File: config.mk
export PLATFORM = sky130hd
export DESIGN_NAME = axi4_arbiter_flat
export DESIGN_NICKNAME = d
export VERILOG_FILES = /design/src/rtl/axi4_arb_pkg.sv /design/src/rtl/axi4_if.sv /design/src/rtl/axi4_arb_grant.sv /design/src/rtl/axi4_arbiter.sv /design/src/flat_wrapper.sv
export SDC_FILE = /design/constraint.sdc
export NUM_CORES = 1
export LEC_CHECK = 0
export BUFFER_PORTS_ARGS = -buffer_cell sky130_fd_sc_hd__buf_2
export CORE_AREA = 3 3 224 226
export DETAILED_ROUTE_END_ITERATION = 8
export DIE_AREA = 0 0 227 229
export HOLD_SLACK_MARGIN = 0.06
export PLACE_DENSITY = 0.3
export SYNTH_ARGS = -nofsm -noshare
export SYNTH_HDL_FRONTEND = slang
export SYNTH_SLANG_ARGS = --single-unit
File: constraint.sdc
create_clock -name clk -period 1.95 [get_ports clk]
set_input_delay 0.39 -clock clk [delete_from_list [all_inputs] [get_ports clk]]
set_output_delay 0.39 -clock clk [all_outputs]
set_load 0.01 [all_outputs]
File: src/rtl/axi4_arb_pkg.sv
// axi4_arb_pkg: shared FSM state type and AXI constants for the IFU/LSU arbiter
package axi4_arb_pkg;
  typedef enum logic [1:0] {
    IDLE   = 2'd0,
    RD_IFU = 2'd1,
    RD_LSU = 2'd2,
    WR_LSU = 2'd3
  } arb_state_e;
  localparam logic [1:0] BURST_INCR = 2'b01;
  localparam logic [1:0] RESP_OKAY  = 2'b00;
  localparam logic       LAST_IFU   = 1'b0;
  localparam logic       LAST_LSU   = 1'b1;
endpackage

File: src/rtl/axi4_if.sv
// axi4_if: AXI4 bundle with master/slave modports
interface axi4_if #(
  parameter int ADDR_WIDTH = 32,
  parameter int DATA_WIDTH = 32,
  parameter int ID_WIDTH   = 1
);
  logic [ID_WIDTH-1:0]     awid;
  logic [ADDR_WIDTH-1:0]   awaddr;
  logic [7:0]              awlen;
  logic [2:0]              awsize;
  logic [1:0]              awburst;
  logic [3:0]              awcache;
  logic [2:0]              awprot;
  logic                    awvalid;
  logic                    awready;
  logic [DATA_WIDTH-1:0]   wdata;
  logic [DATA_WIDTH/8-1:0] wstrb;
  logic                    wlast;
  logic                    wvalid;
  logic                    wready;
  logic [ID_WIDTH-1:0]     bid;
  logic [1:0]              bresp;
  logic                    bvalid;
  logic                    bready;
  logic [ID_WIDTH-1:0]     arid;
  logic [ADDR_WIDTH-1:0]   araddr;
  logic [7:0]              arlen;
  logic [2:0]              arsize;
  logic [1:0]              arburst;
  logic [3:0]              arcache;
  logic [2:0]              arprot;
  logic                    arvalid;
  logic                    arready;
  logic [ID_WIDTH-1:0]     rid;
  logic [DATA_WIDTH-1:0]   rdata;
  logic [1:0]              rresp;
  logic                    rlast;
  logic                    rvalid;
  logic                    rready;
  modport master (
    output awid, awaddr, awlen, awsize, awburst, awcache, awprot, awvalid,
    input  awready,
    output wdata, wstrb, wlast, wvalid,
    input  wready,
    input  bid, bresp, bvalid,
    output bready,
    output arid, araddr, arlen, arsize, arburst, arcache, arprot, arvalid,
    input  arready,
    input  rid, rdata, rresp, rlast, rvalid,
    output rready
  );
  modport slave (
    input  awid, awaddr, awlen, awsize, awburst, awcache, awprot, awvalid,
    output awready,
    input  wdata, wstrb, wlast, wvalid,
    output wready,
    output bid, bresp, bvalid,
    input  bready,
    input  arid, araddr, arlen, arsize, arburst, arcache, arprot, arvalid,
    output arready,
    output rid, rdata, rresp, rlast, rvalid,
    input  rready
  );
endinterface

File: src/rtl/axi4_arb_grant.sv
// axi4_arb_grant: IDLE-time grant selector; AXI4_ARB_RR_EN selects round-robin read ties
module axi4_arb_grant
  import axi4_arb_pkg::*;
(
  input  logic       ifu_arvalid_i,
  input  logic       lsu_arvalid_i,
  input  logic       lsu_awvalid_i,
`ifdef AXI4_ARB_RR_EN
  input  logic       last_rd_i,
`endif
  output arb_state_e next_o
);
  logic lsu_wins_tie;
`ifdef AXI4_ARB_RR_EN
  assign lsu_wins_tie = last_rd_i == LAST_IFU;
`else
  assign lsu_wins_tie = 1'b1;
`endif
  // writes pre-empt reads; a read tie goes to whoever the policy favours
  always_comb
    next_o = lsu_awvalid_i ? WR_LSU :
             (lsu_arvalid_i && (!ifu_arvalid_i || lsu_wins_tie)) ? RD_LSU :
             ifu_arvalid_i ? RD_IFU : IDLE;
endmodule

File: src/rtl/axi4_arbiter.sv
// axi4_arbiter: IFU/LSU to single AXI4 port, one transaction at a time (AXI4_ARB_RR_EN: round-robin read ties)
module axi4_arbiter
  import axi4_arb_pkg::*;
(
  input  logic   clk,
  input  logic   rst,
  axi4_if.slave  ifu_s,
  axi4_if.slave  lsu_s,
  axi4_if.master mem_m
);
  arb_state_e state_q, state_d;
  logic ar_done_q, aw_done_q, w_done_q;
  logic rd_ifu, rd_lsu, wr_lsu;
  assign rd_ifu = state_q == RD_IFU;
  assign rd_lsu = state_q == RD_LSU;
  assign wr_lsu = state_q == WR_LSU;
`ifdef AXI4_ARB_RR_EN
  logic last_rd_q;
`endif
  axi4_arb_grant u_grant (
    .ifu_arvalid_i(ifu_s.arvalid),
    .lsu_arvalid_i(lsu_s.arvalid),
    .lsu_awvalid_i(lsu_s.awvalid),
`ifdef AXI4_ARB_RR_EN
    .last_rd_i    (last_rd_q),
`endif
    .next_o       (state_d)
  );
  // grant in IDLE, hold until the final R beat or the B handshake; done flags stop repeat forwarding
  always_ff @(posedge clk or posedge rst)
    if (rst) begin
      state_q   <= IDLE;
      ar_done_q <= 1'b0;
      aw_done_q <= 1'b0;
      w_done_q  <= 1'b0;
    end else begin
      case (state_q)
        IDLE: state_q <= state_d;
        RD_IFU, RD_LSU: begin
          if (mem_m.arvalid && mem_m.arready) ar_done_q <= 1'b1;
          if (mem_m.rvalid && mem_m.rready && mem_m.rlast) begin
            state_q   <= IDLE;
            ar_done_q <= 1'b0;
          end
        end
        WR_LSU: begin
          if (mem_m.awvalid && mem_m.awready) aw_done_q <= 1'b1;
          if (mem_m.wvalid && mem_m.wready && mem_m.wlast) w_done_q <= 1'b1;
          if (mem_m.bvalid && mem_m.bready) begin
            state_q   <= IDLE;
            aw_done_q <= 1'b0;
            w_done_q  <= 1'b0;
          end
        end
      endcase
    end
`ifdef AXI4_ARB_RR_EN
  // remember the winner of the last genuine read tie so the other side wins the next one
  always_ff @(posedge clk or posedge rst)
    if (rst) last_rd_q <= LAST_IFU;
    else if (state_q == IDLE && ifu_s.arvalid && lsu_s.arvalid && !lsu_s.awvalid)
      last_rd_q <= (state_d == RD_LSU) ? LAST_LSU : LAST_IFU;
`endif
  assign mem_m.awid    = lsu_s.awid;
  assign mem_m.awaddr  = lsu_s.awaddr;
  assign mem_m.awlen   = lsu_s.awlen;
  assign mem_m.awsize  = lsu_s.awsize;
  assign mem_m.awburst = lsu_s.awburst;
  assign mem_m.awcache = lsu_s.awcache;
  assign mem_m.awprot  = lsu_s.awprot;
  assign mem_m.awvalid = wr_lsu && !aw_done_q && lsu_s.awvalid;
  assign lsu_s.awready = wr_lsu && !aw_done_q && mem_m.awready;
  assign mem_m.wdata   = lsu_s.wdata;
  assign mem_m.wstrb   = lsu_s.wstrb;
  assign mem_m.wlast   = lsu_s.wlast;
  assign mem_m.wvalid  = wr_lsu && !w_done_q && lsu_s.wvalid;
  assign lsu_s.wready  = wr_lsu && !w_done_q && mem_m.wready;
  assign lsu_s.bvalid  = wr_lsu && mem_m.bvalid;
  assign lsu_s.bresp   = wr_lsu ? mem_m.bresp : RESP_OKAY;
  assign lsu_s.bid     = wr_lsu ? mem_m.bid : '0;
  assign mem_m.bready  = wr_lsu && lsu_s.bready;
  assign ifu_s.awready = 1'b0;
  assign ifu_s.wready  = 1'b0;
  assign ifu_s.bvalid  = 1'b0;
  assign ifu_s.bresp   = RESP_OKAY;
  assign ifu_s.bid     = '0;
  assign mem_m.arid    = rd_ifu ? ifu_s.arid    : lsu_s.arid;
  assign mem_m.araddr  = rd_ifu ? ifu_s.araddr  : lsu_s.araddr;
  assign mem_m.arlen   = rd_ifu ? ifu_s.arlen   : lsu_s.arlen;
  assign mem_m.arsize  = rd_ifu ? ifu_s.arsize  : lsu_s.arsize;
  assign mem_m.arburst = rd_ifu ? ifu_s.arburst : lsu_s.arburst;
  assign mem_m.arcache = rd_ifu ? ifu_s.arcache : lsu_s.arcache;
  assign mem_m.arprot  = rd_ifu ? ifu_s.arprot  : lsu_s.arprot;
  assign mem_m.arvalid = !ar_done_q && (rd_ifu ? ifu_s.arvalid : rd_lsu && lsu_s.arvalid);
  assign ifu_s.arready = rd_ifu && !ar_done_q && mem_m.arready;
  assign lsu_s.arready = rd_lsu && !ar_done_q && mem_m.arready;
  assign mem_m.rready  = rd_ifu ? ifu_s.rready : rd_lsu && lsu_s.rready;
  assign ifu_s.rvalid  = rd_ifu && mem_m.rvalid;
  assign ifu_s.rlast   = rd_ifu && mem_m.rlast;
  assign ifu_s.rdata   = rd_ifu ? mem_m.rdata : '0;
  assign ifu_s.rresp   = rd_ifu ? mem_m.rresp : RESP_OKAY;
  assign ifu_s.rid     = rd_ifu ? mem_m.rid : '0;
  assign lsu_s.rvalid  = rd_lsu && mem_m.rvalid;
  assign lsu_s.rlast   = rd_lsu && mem_m.rlast;
  assign lsu_s.rdata   = rd_lsu ? mem_m.rdata : '0;
  assign lsu_s.rresp   = rd_lsu ? mem_m.rresp : RESP_OKAY;
  assign lsu_s.rid     = rd_lsu ? mem_m.rid : '0;
endmodule

File: src/flat_wrapper.sv
// flat-port wrapper written by rule: the top's interface ports become plain ports
module axi4_arbiter_flat import axi4_arb_pkg::*;
  (clk, rst, ifu_s_awid, ifu_s_awaddr, ifu_s_awlen, ifu_s_awsize, ifu_s_awburst, ifu_s_awcache, ifu_s_awprot, ifu_s_awvalid, ifu_s_awready, ifu_s_wdata, ifu_s_wstrb, ifu_s_wlast, ifu_s_wvalid, ifu_s_wready, ifu_s_bid, ifu_s_bresp, ifu_s_bvalid, ifu_s_bready, ifu_s_arid, ifu_s_araddr, ifu_s_arlen, ifu_s_arsize, ifu_s_arburst, ifu_s_arcache, ifu_s_arprot, ifu_s_arvalid, ifu_s_arready, ifu_s_rid, ifu_s_rdata, ifu_s_rresp, ifu_s_rlast, ifu_s_rvalid, ifu_s_rready, lsu_s_awid, lsu_s_awaddr, lsu_s_awlen, lsu_s_awsize, lsu_s_awburst, lsu_s_awcache, lsu_s_awprot, lsu_s_awvalid, lsu_s_awready, lsu_s_wdata, lsu_s_wstrb, lsu_s_wlast, lsu_s_wvalid, lsu_s_wready, lsu_s_bid, lsu_s_bresp, lsu_s_bvalid, lsu_s_bready, lsu_s_arid, lsu_s_araddr, lsu_s_arlen, lsu_s_arsize, lsu_s_arburst, lsu_s_arcache, lsu_s_arprot, lsu_s_arvalid, lsu_s_arready, lsu_s_rid, lsu_s_rdata, lsu_s_rresp, lsu_s_rlast, lsu_s_rvalid, lsu_s_rready, mem_m_awid, mem_m_awaddr, mem_m_awlen, mem_m_awsize, mem_m_awburst, mem_m_awcache, mem_m_awprot, mem_m_awvalid, mem_m_awready, mem_m_wdata, mem_m_wstrb, mem_m_wlast, mem_m_wvalid, mem_m_wready, mem_m_bid, mem_m_bresp, mem_m_bvalid, mem_m_bready, mem_m_arid, mem_m_araddr, mem_m_arlen, mem_m_arsize, mem_m_arburst, mem_m_arcache, mem_m_arprot, mem_m_arvalid, mem_m_arready, mem_m_rid, mem_m_rdata, mem_m_rresp, mem_m_rlast, mem_m_rvalid, mem_m_rready);
  axi4_if ifu_s_i ();
  axi4_if lsu_s_i ();
  axi4_if mem_m_i ();
  input  logic clk;
  input  logic rst;
  input wire logic [$bits(ifu_s_i.awid)-1:0] ifu_s_awid;
  input wire logic [$bits(ifu_s_i.awaddr)-1:0] ifu_s_awaddr;
  input wire logic [$bits(ifu_s_i.awlen)-1:0] ifu_s_awlen;
  input wire logic [$bits(ifu_s_i.awsize)-1:0] ifu_s_awsize;
  input wire logic [$bits(ifu_s_i.awburst)-1:0] ifu_s_awburst;
  input wire logic [$bits(ifu_s_i.awcache)-1:0] ifu_s_awcache;
  input wire logic [$bits(ifu_s_i.awprot)-1:0] ifu_s_awprot;
  input wire logic [$bits(ifu_s_i.awvalid)-1:0] ifu_s_awvalid;
  output wire logic [$bits(ifu_s_i.awready)-1:0] ifu_s_awready;
  input wire logic [$bits(ifu_s_i.wdata)-1:0] ifu_s_wdata;
  input wire logic [$bits(ifu_s_i.wstrb)-1:0] ifu_s_wstrb;
  input wire logic [$bits(ifu_s_i.wlast)-1:0] ifu_s_wlast;
  input wire logic [$bits(ifu_s_i.wvalid)-1:0] ifu_s_wvalid;
  output wire logic [$bits(ifu_s_i.wready)-1:0] ifu_s_wready;
  output wire logic [$bits(ifu_s_i.bid)-1:0] ifu_s_bid;
  output wire logic [$bits(ifu_s_i.bresp)-1:0] ifu_s_bresp;
  output wire logic [$bits(ifu_s_i.bvalid)-1:0] ifu_s_bvalid;
  input wire logic [$bits(ifu_s_i.bready)-1:0] ifu_s_bready;
  input wire logic [$bits(ifu_s_i.arid)-1:0] ifu_s_arid;
  input wire logic [$bits(ifu_s_i.araddr)-1:0] ifu_s_araddr;
  input wire logic [$bits(ifu_s_i.arlen)-1:0] ifu_s_arlen;
  input wire logic [$bits(ifu_s_i.arsize)-1:0] ifu_s_arsize;
  input wire logic [$bits(ifu_s_i.arburst)-1:0] ifu_s_arburst;
  input wire logic [$bits(ifu_s_i.arcache)-1:0] ifu_s_arcache;
  input wire logic [$bits(ifu_s_i.arprot)-1:0] ifu_s_arprot;
  input wire logic [$bits(ifu_s_i.arvalid)-1:0] ifu_s_arvalid;
  output wire logic [$bits(ifu_s_i.arready)-1:0] ifu_s_arready;
  output wire logic [$bits(ifu_s_i.rid)-1:0] ifu_s_rid;
  output wire logic [$bits(ifu_s_i.rdata)-1:0] ifu_s_rdata;
  output wire logic [$bits(ifu_s_i.rresp)-1:0] ifu_s_rresp;
  output wire logic [$bits(ifu_s_i.rlast)-1:0] ifu_s_rlast;
  output wire logic [$bits(ifu_s_i.rvalid)-1:0] ifu_s_rvalid;
  input wire logic [$bits(ifu_s_i.rready)-1:0] ifu_s_rready;
  input wire logic [$bits(lsu_s_i.awid)-1:0] lsu_s_awid;
  input wire logic [$bits(lsu_s_i.awaddr)-1:0] lsu_s_awaddr;
  input wire logic [$bits(lsu_s_i.awlen)-1:0] lsu_s_awlen;
  input wire logic [$bits(lsu_s_i.awsize)-1:0] lsu_s_awsize;
  input wire logic [$bits(lsu_s_i.awburst)-1:0] lsu_s_awburst;
  input wire logic [$bits(lsu_s_i.awcache)-1:0] lsu_s_awcache;
  input wire logic [$bits(lsu_s_i.awprot)-1:0] lsu_s_awprot;
  input wire logic [$bits(lsu_s_i.awvalid)-1:0] lsu_s_awvalid;
  output wire logic [$bits(lsu_s_i.awready)-1:0] lsu_s_awready;
  input wire logic [$bits(lsu_s_i.wdata)-1:0] lsu_s_wdata;
  input wire logic [$bits(lsu_s_i.wstrb)-1:0] lsu_s_wstrb;
  input wire logic [$bits(lsu_s_i.wlast)-1:0] lsu_s_wlast;
  input wire logic [$bits(lsu_s_i.wvalid)-1:0] lsu_s_wvalid;
  output wire logic [$bits(lsu_s_i.wready)-1:0] lsu_s_wready;
  output wire logic [$bits(lsu_s_i.bid)-1:0] lsu_s_bid;
  output wire logic [$bits(lsu_s_i.bresp)-1:0] lsu_s_bresp;
  output wire logic [$bits(lsu_s_i.bvalid)-1:0] lsu_s_bvalid;
  input wire logic [$bits(lsu_s_i.bready)-1:0] lsu_s_bready;
  input wire logic [$bits(lsu_s_i.arid)-1:0] lsu_s_arid;
  input wire logic [$bits(lsu_s_i.araddr)-1:0] lsu_s_araddr;
  input wire logic [$bits(lsu_s_i.arlen)-1:0] lsu_s_arlen;
  input wire logic [$bits(lsu_s_i.arsize)-1:0] lsu_s_arsize;
  input wire logic [$bits(lsu_s_i.arburst)-1:0] lsu_s_arburst;
  input wire logic [$bits(lsu_s_i.arcache)-1:0] lsu_s_arcache;
  input wire logic [$bits(lsu_s_i.arprot)-1:0] lsu_s_arprot;
  input wire logic [$bits(lsu_s_i.arvalid)-1:0] lsu_s_arvalid;
  output wire logic [$bits(lsu_s_i.arready)-1:0] lsu_s_arready;
  output wire logic [$bits(lsu_s_i.rid)-1:0] lsu_s_rid;
  output wire logic [$bits(lsu_s_i.rdata)-1:0] lsu_s_rdata;
  output wire logic [$bits(lsu_s_i.rresp)-1:0] lsu_s_rresp;
  output wire logic [$bits(lsu_s_i.rlast)-1:0] lsu_s_rlast;
  output wire logic [$bits(lsu_s_i.rvalid)-1:0] lsu_s_rvalid;
  input wire logic [$bits(lsu_s_i.rready)-1:0] lsu_s_rready;
  output wire logic [$bits(mem_m_i.awid)-1:0] mem_m_awid;
  output wire logic [$bits(mem_m_i.awaddr)-1:0] mem_m_awaddr;
  output wire logic [$bits(mem_m_i.awlen)-1:0] mem_m_awlen;
  output wire logic [$bits(mem_m_i.awsize)-1:0] mem_m_awsize;
  output wire logic [$bits(mem_m_i.awburst)-1:0] mem_m_awburst;
  output wire logic [$bits(mem_m_i.awcache)-1:0] mem_m_awcache;
  output wire logic [$bits(mem_m_i.awprot)-1:0] mem_m_awprot;
  output wire logic [$bits(mem_m_i.awvalid)-1:0] mem_m_awvalid;
  input wire logic [$bits(mem_m_i.awready)-1:0] mem_m_awready;
  output wire logic [$bits(mem_m_i.wdata)-1:0] mem_m_wdata;
  output wire logic [$bits(mem_m_i.wstrb)-1:0] mem_m_wstrb;
  output wire logic [$bits(mem_m_i.wlast)-1:0] mem_m_wlast;
  output wire logic [$bits(mem_m_i.wvalid)-1:0] mem_m_wvalid;
  input wire logic [$bits(mem_m_i.wready)-1:0] mem_m_wready;
  input wire logic [$bits(mem_m_i.bid)-1:0] mem_m_bid;
  input wire logic [$bits(mem_m_i.bresp)-1:0] mem_m_bresp;
  input wire logic [$bits(mem_m_i.bvalid)-1:0] mem_m_bvalid;
  output wire logic [$bits(mem_m_i.bready)-1:0] mem_m_bready;
  output wire logic [$bits(mem_m_i.arid)-1:0] mem_m_arid;
  output wire logic [$bits(mem_m_i.araddr)-1:0] mem_m_araddr;
  output wire logic [$bits(mem_m_i.arlen)-1:0] mem_m_arlen;
  output wire logic [$bits(mem_m_i.arsize)-1:0] mem_m_arsize;
  output wire logic [$bits(mem_m_i.arburst)-1:0] mem_m_arburst;
  output wire logic [$bits(mem_m_i.arcache)-1:0] mem_m_arcache;
  output wire logic [$bits(mem_m_i.arprot)-1:0] mem_m_arprot;
  output wire logic [$bits(mem_m_i.arvalid)-1:0] mem_m_arvalid;
  input wire logic [$bits(mem_m_i.arready)-1:0] mem_m_arready;
  input wire logic [$bits(mem_m_i.rid)-1:0] mem_m_rid;
  input wire logic [$bits(mem_m_i.rdata)-1:0] mem_m_rdata;
  input wire logic [$bits(mem_m_i.rresp)-1:0] mem_m_rresp;
  input wire logic [$bits(mem_m_i.rlast)-1:0] mem_m_rlast;
  input wire logic [$bits(mem_m_i.rvalid)-1:0] mem_m_rvalid;
  output wire logic [$bits(mem_m_i.rready)-1:0] mem_m_rready;
  assign ifu_s_i.awid = ifu_s_awid;
  assign ifu_s_i.awaddr = ifu_s_awaddr;
  assign ifu_s_i.awlen = ifu_s_awlen;
  assign ifu_s_i.awsize = ifu_s_awsize;
  assign ifu_s_i.awburst = ifu_s_awburst;
  assign ifu_s_i.awcache = ifu_s_awcache;
  assign ifu_s_i.awprot = ifu_s_awprot;
  assign ifu_s_i.awvalid = ifu_s_awvalid;
  assign ifu_s_awready = ifu_s_i.awready;
  assign ifu_s_i.wdata = ifu_s_wdata;
  assign ifu_s_i.wstrb = ifu_s_wstrb;
  assign ifu_s_i.wlast = ifu_s_wlast;
  assign ifu_s_i.wvalid = ifu_s_wvalid;
  assign ifu_s_wready = ifu_s_i.wready;
  assign ifu_s_bid = ifu_s_i.bid;
  assign ifu_s_bresp = ifu_s_i.bresp;
  assign ifu_s_bvalid = ifu_s_i.bvalid;
  assign ifu_s_i.bready = ifu_s_bready;
  assign ifu_s_i.arid = ifu_s_arid;
  assign ifu_s_i.araddr = ifu_s_araddr;
  assign ifu_s_i.arlen = ifu_s_arlen;
  assign ifu_s_i.arsize = ifu_s_arsize;
  assign ifu_s_i.arburst = ifu_s_arburst;
  assign ifu_s_i.arcache = ifu_s_arcache;
  assign ifu_s_i.arprot = ifu_s_arprot;
  assign ifu_s_i.arvalid = ifu_s_arvalid;
  assign ifu_s_arready = ifu_s_i.arready;
  assign ifu_s_rid = ifu_s_i.rid;
  assign ifu_s_rdata = ifu_s_i.rdata;
  assign ifu_s_rresp = ifu_s_i.rresp;
  assign ifu_s_rlast = ifu_s_i.rlast;
  assign ifu_s_rvalid = ifu_s_i.rvalid;
  assign ifu_s_i.rready = ifu_s_rready;
  assign lsu_s_i.awid = lsu_s_awid;
  assign lsu_s_i.awaddr = lsu_s_awaddr;
  assign lsu_s_i.awlen = lsu_s_awlen;
  assign lsu_s_i.awsize = lsu_s_awsize;
  assign lsu_s_i.awburst = lsu_s_awburst;
  assign lsu_s_i.awcache = lsu_s_awcache;
  assign lsu_s_i.awprot = lsu_s_awprot;
  assign lsu_s_i.awvalid = lsu_s_awvalid;
  assign lsu_s_awready = lsu_s_i.awready;
  assign lsu_s_i.wdata = lsu_s_wdata;
  assign lsu_s_i.wstrb = lsu_s_wstrb;
  assign lsu_s_i.wlast = lsu_s_wlast;
  assign lsu_s_i.wvalid = lsu_s_wvalid;
  assign lsu_s_wready = lsu_s_i.wready;
  assign lsu_s_bid = lsu_s_i.bid;
  assign lsu_s_bresp = lsu_s_i.bresp;
  assign lsu_s_bvalid = lsu_s_i.bvalid;
  assign lsu_s_i.bready = lsu_s_bready;
  assign lsu_s_i.arid = lsu_s_arid;
  assign lsu_s_i.araddr = lsu_s_araddr;
  assign lsu_s_i.arlen = lsu_s_arlen;
  assign lsu_s_i.arsize = lsu_s_arsize;
  assign lsu_s_i.arburst = lsu_s_arburst;
  assign lsu_s_i.arcache = lsu_s_arcache;
  assign lsu_s_i.arprot = lsu_s_arprot;
  assign lsu_s_i.arvalid = lsu_s_arvalid;
  assign lsu_s_arready = lsu_s_i.arready;
  assign lsu_s_rid = lsu_s_i.rid;
  assign lsu_s_rdata = lsu_s_i.rdata;
  assign lsu_s_rresp = lsu_s_i.rresp;
  assign lsu_s_rlast = lsu_s_i.rlast;
  assign lsu_s_rvalid = lsu_s_i.rvalid;
  assign lsu_s_i.rready = lsu_s_rready;
  assign mem_m_awid = mem_m_i.awid;
  assign mem_m_awaddr = mem_m_i.awaddr;
  assign mem_m_awlen = mem_m_i.awlen;
  assign mem_m_awsize = mem_m_i.awsize;
  assign mem_m_awburst = mem_m_i.awburst;
  assign mem_m_awcache = mem_m_i.awcache;
  assign mem_m_awprot = mem_m_i.awprot;
  assign mem_m_awvalid = mem_m_i.awvalid;
  assign mem_m_i.awready = mem_m_awready;
  assign mem_m_wdata = mem_m_i.wdata;
  assign mem_m_wstrb = mem_m_i.wstrb;
  assign mem_m_wlast = mem_m_i.wlast;
  assign mem_m_wvalid = mem_m_i.wvalid;
  assign mem_m_i.wready = mem_m_wready;
  assign mem_m_i.bid = mem_m_bid;
  assign mem_m_i.bresp = mem_m_bresp;
  assign mem_m_i.bvalid = mem_m_bvalid;
  assign mem_m_bready = mem_m_i.bready;
  assign mem_m_arid = mem_m_i.arid;
  assign mem_m_araddr = mem_m_i.araddr;
  assign mem_m_arlen = mem_m_i.arlen;
  assign mem_m_arsize = mem_m_i.arsize;
  assign mem_m_arburst = mem_m_i.arburst;
  assign mem_m_arcache = mem_m_i.arcache;
  assign mem_m_arprot = mem_m_i.arprot;
  assign mem_m_arvalid = mem_m_i.arvalid;
  assign mem_m_i.arready = mem_m_arready;
  assign mem_m_i.rid = mem_m_rid;
  assign mem_m_i.rdata = mem_m_rdata;
  assign mem_m_i.rresp = mem_m_rresp;
  assign mem_m_i.rlast = mem_m_rlast;
  assign mem_m_i.rvalid = mem_m_rvalid;
  assign mem_m_rready = mem_m_i.rready;
  axi4_arbiter u_core (.clk(clk), .rst(rst), .ifu_s(ifu_s_i), .lsu_s(lsu_s_i), .mem_m(mem_m_i));
endmodule
# ---- Word level (Yosys, flattened, before mapping)
# Index checks and enable logic that the tools add are counted.
dict set report op_classes {
  muxes 29
  eq_ne 5
  reduce_logical 38
}
# operator count
set ops {}
lappend ops {{$mux 32} 3}
lappend ops {{$logic_and 1x1->1} 26}
lappend ops {{$mux 2} 8}
lappend ops {{$mux 1} 13}
lappend ops {{$mux 8} 1}
lappend ops {{$reduce_and 2->1} 4}
lappend ops {{$mux 3} 2}
lappend ops {{$pmux 2 s3} 1}
lappend ops {{$reduce_bool 2->1} 3}
lappend ops {{$eq 2x2->1 const B} 2}
lappend ops {{$mux 4} 1}
lappend ops {{$logic_not 1->1} 3}
lappend ops {{$eq 2x1->1 const B} 1}
lappend ops {{$logic_not 2->1} 1}
lappend ops {{$ne 2x1->1 const B} 1}
lappend ops {{$ne 2x2->1 const B} 1}
lappend ops {{$reduce_or 2->1} 1}
dict set report word_totals {
  wordCells 76
  in_bits 342
  regBits 5
  out_inout_bits 236
}

# ---- Depth between registers and ports, before layout
dict set report logic_depth {
  depth_word 7
  depth_mapped 6
  mapped_depth_nobuf 5
}

# ---- Hierarchy
# From an unflattened synthesis, not the netlist that was laid out.
dict set report hier_totals {
  cells_unflattened 286
  area_unflattened_um2 2294.7
}
# module n_inst seq_area_each_um2 cells_per_inst area_each_um2
set modules_own_cells {}
lappend modules_own_cells {axi4_arbiter 1 125.1 283 2277.2}
lappend modules_own_cells {axi4_arb_grant 1 0.0 3 17.5}

# ---- Worst setup path before layout
# OpenSTA, ideal clock, no wires.
dict set report synth_timing {
  kind {register -> output}
  startpoint {register u_core.state_q[1]}
  endpoint {output mem_m_araddr[0]}
  path_buffers 2
  stages_incl_launch_ff 6
  t_required_ns 1.560
  path_slack_ns 0.168
  t_arrival_ns 1.392
  cell_sequence {dfrtp_1 -> inv_1 -> ha_1 -> buf_2 -> buf_4 -> mux2_2}
}
dict set report synth_between {
  elab_chain_len 2
}
# item line
set synth_lines {}
lappend synth_lines {{from (decl)} axi4_arbiter.sv:11} ;# arb_state_e state_q, state_d;
lappend synth_lines {{from (signal assigned)} axi4_arbiter.sv:38} ;# IDLE: state_q <= state_d;
lappend synth_lines {{$eq 2x1->1} axi4_arbiter.sv:14} ;# assign rd_ifu = state_q == RD_IFU;
lappend synth_lines {{$mux 32} axi4_arbiter.sv:88} ;# assign mem_m.araddr = rd_ifu ? ifu_s.araddr : lsu_s.araddr;
lappend synth_lines {{to (decl)} flat_wrapper.sv:94} ;# output wire logic [$bits(mem_m_i.araddr)-1:0] mem_m_araddr;
# No other way between the ends.

# ---- Final worst setup path
dict set report layout_timing {
  startpoint {register u_core.state_q[1]}
  endpoint {output mem_m_arlen[5]}
}
dict set report layout_between {
  elab_chain_len 2
}
# item line
set layout_lines {}
lappend layout_lines {{$eq 2x1->1} axi4_arbiter.sv:14}
lappend layout_lines {{$mux 8} axi4_arbiter.sv:89} ;# assign mem_m.arlen = rd_ifu ? ifu_s.arlen : lsu_s.arlen;
lappend layout_lines {{to (decl)} flat_wrapper.sv:95} ;# output wire logic [$bits(mem_m_i.arlen)-1:0] mem_m_arlen;
# No other way between the ends.

==> results.toml <==
[pwr]
pwr-share-clk_pct = 7.2
power.internal_mw = 2.75
p_seq_share_pct = 4.3
combPwrFrac_pct = 88.4
ir_drop_uv = 425
p_leak_nw = 2.40
p_per_area_nw_per_um2 = 984
power_mw = 4.64
swShare_pct = 40.8
p_sw_mw = 1.89

[floorplanning]
start_util_pct = 4.71
die_y_microns = 229
die_w_microns = 227
rows = 81
ioPinCount = 578
design.die.area_sq_um = 52000
core_sq_um = 48500

[global_routing]
overflow = 0
grt_usage_pct = 4.70
grt_pass1_wl_microns = 18100
grt_max_degree = 25
grt_pass1_vias = 3005
antenna_found_initial = 3

[timing]
hold_viol = 0
rsz0062_at_grt = "true"
maxSlewViolCount = 0
setup_viol = 67
final.setup_skew_ns = 0.000115
fin_ws_ns = -0.110
finalCritPeriodShare_pct = 106
clock.fmax_mhz = 485
fin_crit_ns = 2.06

[synth]
syn_avg_cell_area_sq_um = 8.05
synth_edf_count = 0
seq_area_frac_synth_pct = 5.47
netlist_top_cells_count = "buf_4 (100), and2_1 (79), mux2_2 (53), clkbuf_1 (9), and3b_1 (6)"
synth_async_sr_flop_share_pct = 100
yosysWarnings = 0
synthTopCellsByArea = "buf_4 (33%), mux2_2 (26%), and2_1 (22%)"
netlist.area_leader.share_pct = 32.8
ys_types = 23
yosys.area.top_type = "buf_4"
synth.most_common_cell = "buf_4"
synth-seq-cells = 5
netlist_area_sq_um = 2290
ys.flop_type = "dfrtp_1"
synth_cells = 284

[cells_and_area]
final_cells = 1129
n_fill_cell = 5601
fin_nets = 853
drive_gt1_share_pct = 77.7
synthToLayoutAreaGrowth_pct = 106
fin_area_sq_um = 4720

[place]
dp_hpwl_microns = 11100
place_congestion = 0.699
place_area_sq_um = 3920
dp_cells = 1108
portBuffers = 300

[worst_hold_path]
min_path_type = "in -> async"

[critical_path]
crit_fanout = 7
critPathLaunchType = "flip-flop"
cp_data_required_time_ns = 1.56
crit_type = "reg -> out"
endpoint_kind = "output port"
arrival_ns = 1.67

[clock_network]
cts_tree = "built"
ctsRootBufferMaster = "clkbuf_16"
clock_path_buffers = 2
cts.clk_slew.worst_paths_ns = 0.03
clock_sinks = 5
h-tree-depth = 1
tritoncts.num_buffers = 3
clk_latency_ns = 0.22

[drt]
antenna_left = 0
viasPerCell = 2.48
drc = 0
drt_first_pass_iters = 3
wirelength_microns = 14000
vias = 2802
first_iter_violations = 74
avgRoutedWirePerCell_microns = 12.4

[run_status]
outcome = "finished with violations"
violations = "negative setup slack"

[run]
maxCapViolations = 0
area by class of cell:
cell class	instances	area (sq um)	area share, %
timing repair buffer	324	2170	46.0
multi-input combinational	170	1550	32.9
tap	622	778	16.5
sequential	5	125	2.65
clock buffer	4	78.8	1.67
inverter	3	11.3	0.239
antenna	1	2.50	0.0531
routing by layer:
| metal | global-route usage (%) | vias up | part of all wire [%] |
|---|---|---|---|
| met4 | 2.00 | 2 | 3.6 |
| li1 | - | 1268 | - |
| met1 | 4.18 | 1233 | 31 |
| met2 | 9.06 | 251 | 53 |
| met3 | 1.86 | 48 | 12 |
| met5 | 1.42 | - | 0.72 |
layout by cell type (no fill, tap or decap), types with 2 or more instances in the layout:
cell type	instances
a21oi_1	3
buf_8	2
dfrtp_1	5
ha_4	2
and3b_1	6
conb_1	6
o21ai_0	2
mux2_4	33
buf_2	260
and2_4	6
mux2_2	20
inv_1	2
buf_4	6
buf_6	43
buf_16	3
ha_1	2
and2_1	73
mux2i_1	2
buf_12	6
clkbuf_16	6
a21boi_0	2
nand2_1	3
critical path: stages (launching register included):
cell       delay (ns)
dfrtp_1          0.38
inv_2            0.08
ha_4             0.18
buf_12           0.17
clkbuf_16        0.18
mux2_4           0.31
buf_6            0.12
flip-flops by register name (all words and copies together) (netlist names):
name,flops
u_core.state_q,2
u_core.w_done_q,1
u_core.ar_done_q,1
u_core.aw_done_q,1
power groups by stage:
stage	registers [mW]	clock network [mW]	logic (mW)
final	0.200	0.336	4.10
after CTS	0.200	0.346	3.82
after floorplan	0.185	0	1.85
after global routing	0.212	0.351	4.43
after detailed placement	0.201	0	2.98
after global placement	0.200	0	3.01
path summary, 6_finish.rpt:
kind / from / end / slack [ns] / depth (start not counted)
max: u_core.state_q[1] / mem_m_arlen[5] / -0.11 / 6
min: rst / u_core.ar_done_q / 0.07 / 2
max reg2reg: u_core.state_q[1] / u_core.state_q[1] / 0.12 / 7
min reg2reg: u_core.aw_done_q / u_core.aw_done_q / 0.54 / 2
max in group asynchronous: rst / u_core.state_q[1] / 1.71 / 2
min in group clk: mem_m_bvalid / u_core.aw_done_q / 0.39 / 2
cells by family after synthesis:
kind of cell               count (synthesis)  synth area share (%)
AOI/OAI and AO/OA                         12                  3.67
adders and majority gates                  4                  2.19
buffers and inverters                    114                  35.2
DFF                                        5                  5.47
muxes                                     55                  27.0
other                                      1                 0.164
and+or+nand+nor                           93                  26.3
timing repair:
item / CTS / global route
setup endpoints to repair: 93 / 96
gates resized for setup: 55 / 43
setup buffers: 8 / 2
hold buffers: 0 / 0
gates cloned: 4 / 3
pin swaps: 3 / 2
stage by stage:
step           hold slack [ns]  utilization (%)  setup slack (ns)  setup TNS (ns)
4_1_cts                 0.0806             9.17            -0.177          -10.15
3_3_place_gp             0.307             8.07            0.0271               0
5_1_grt                  0.100             9.71            -0.181          -10.01
3_5_place_dp             0.315             8.07            0.0395               0
6_report                0.0661             9.72            -0.110           -3.98
2_1_floorplan            0.169                -             0.168               0
(Power assumes the default switching activity.)
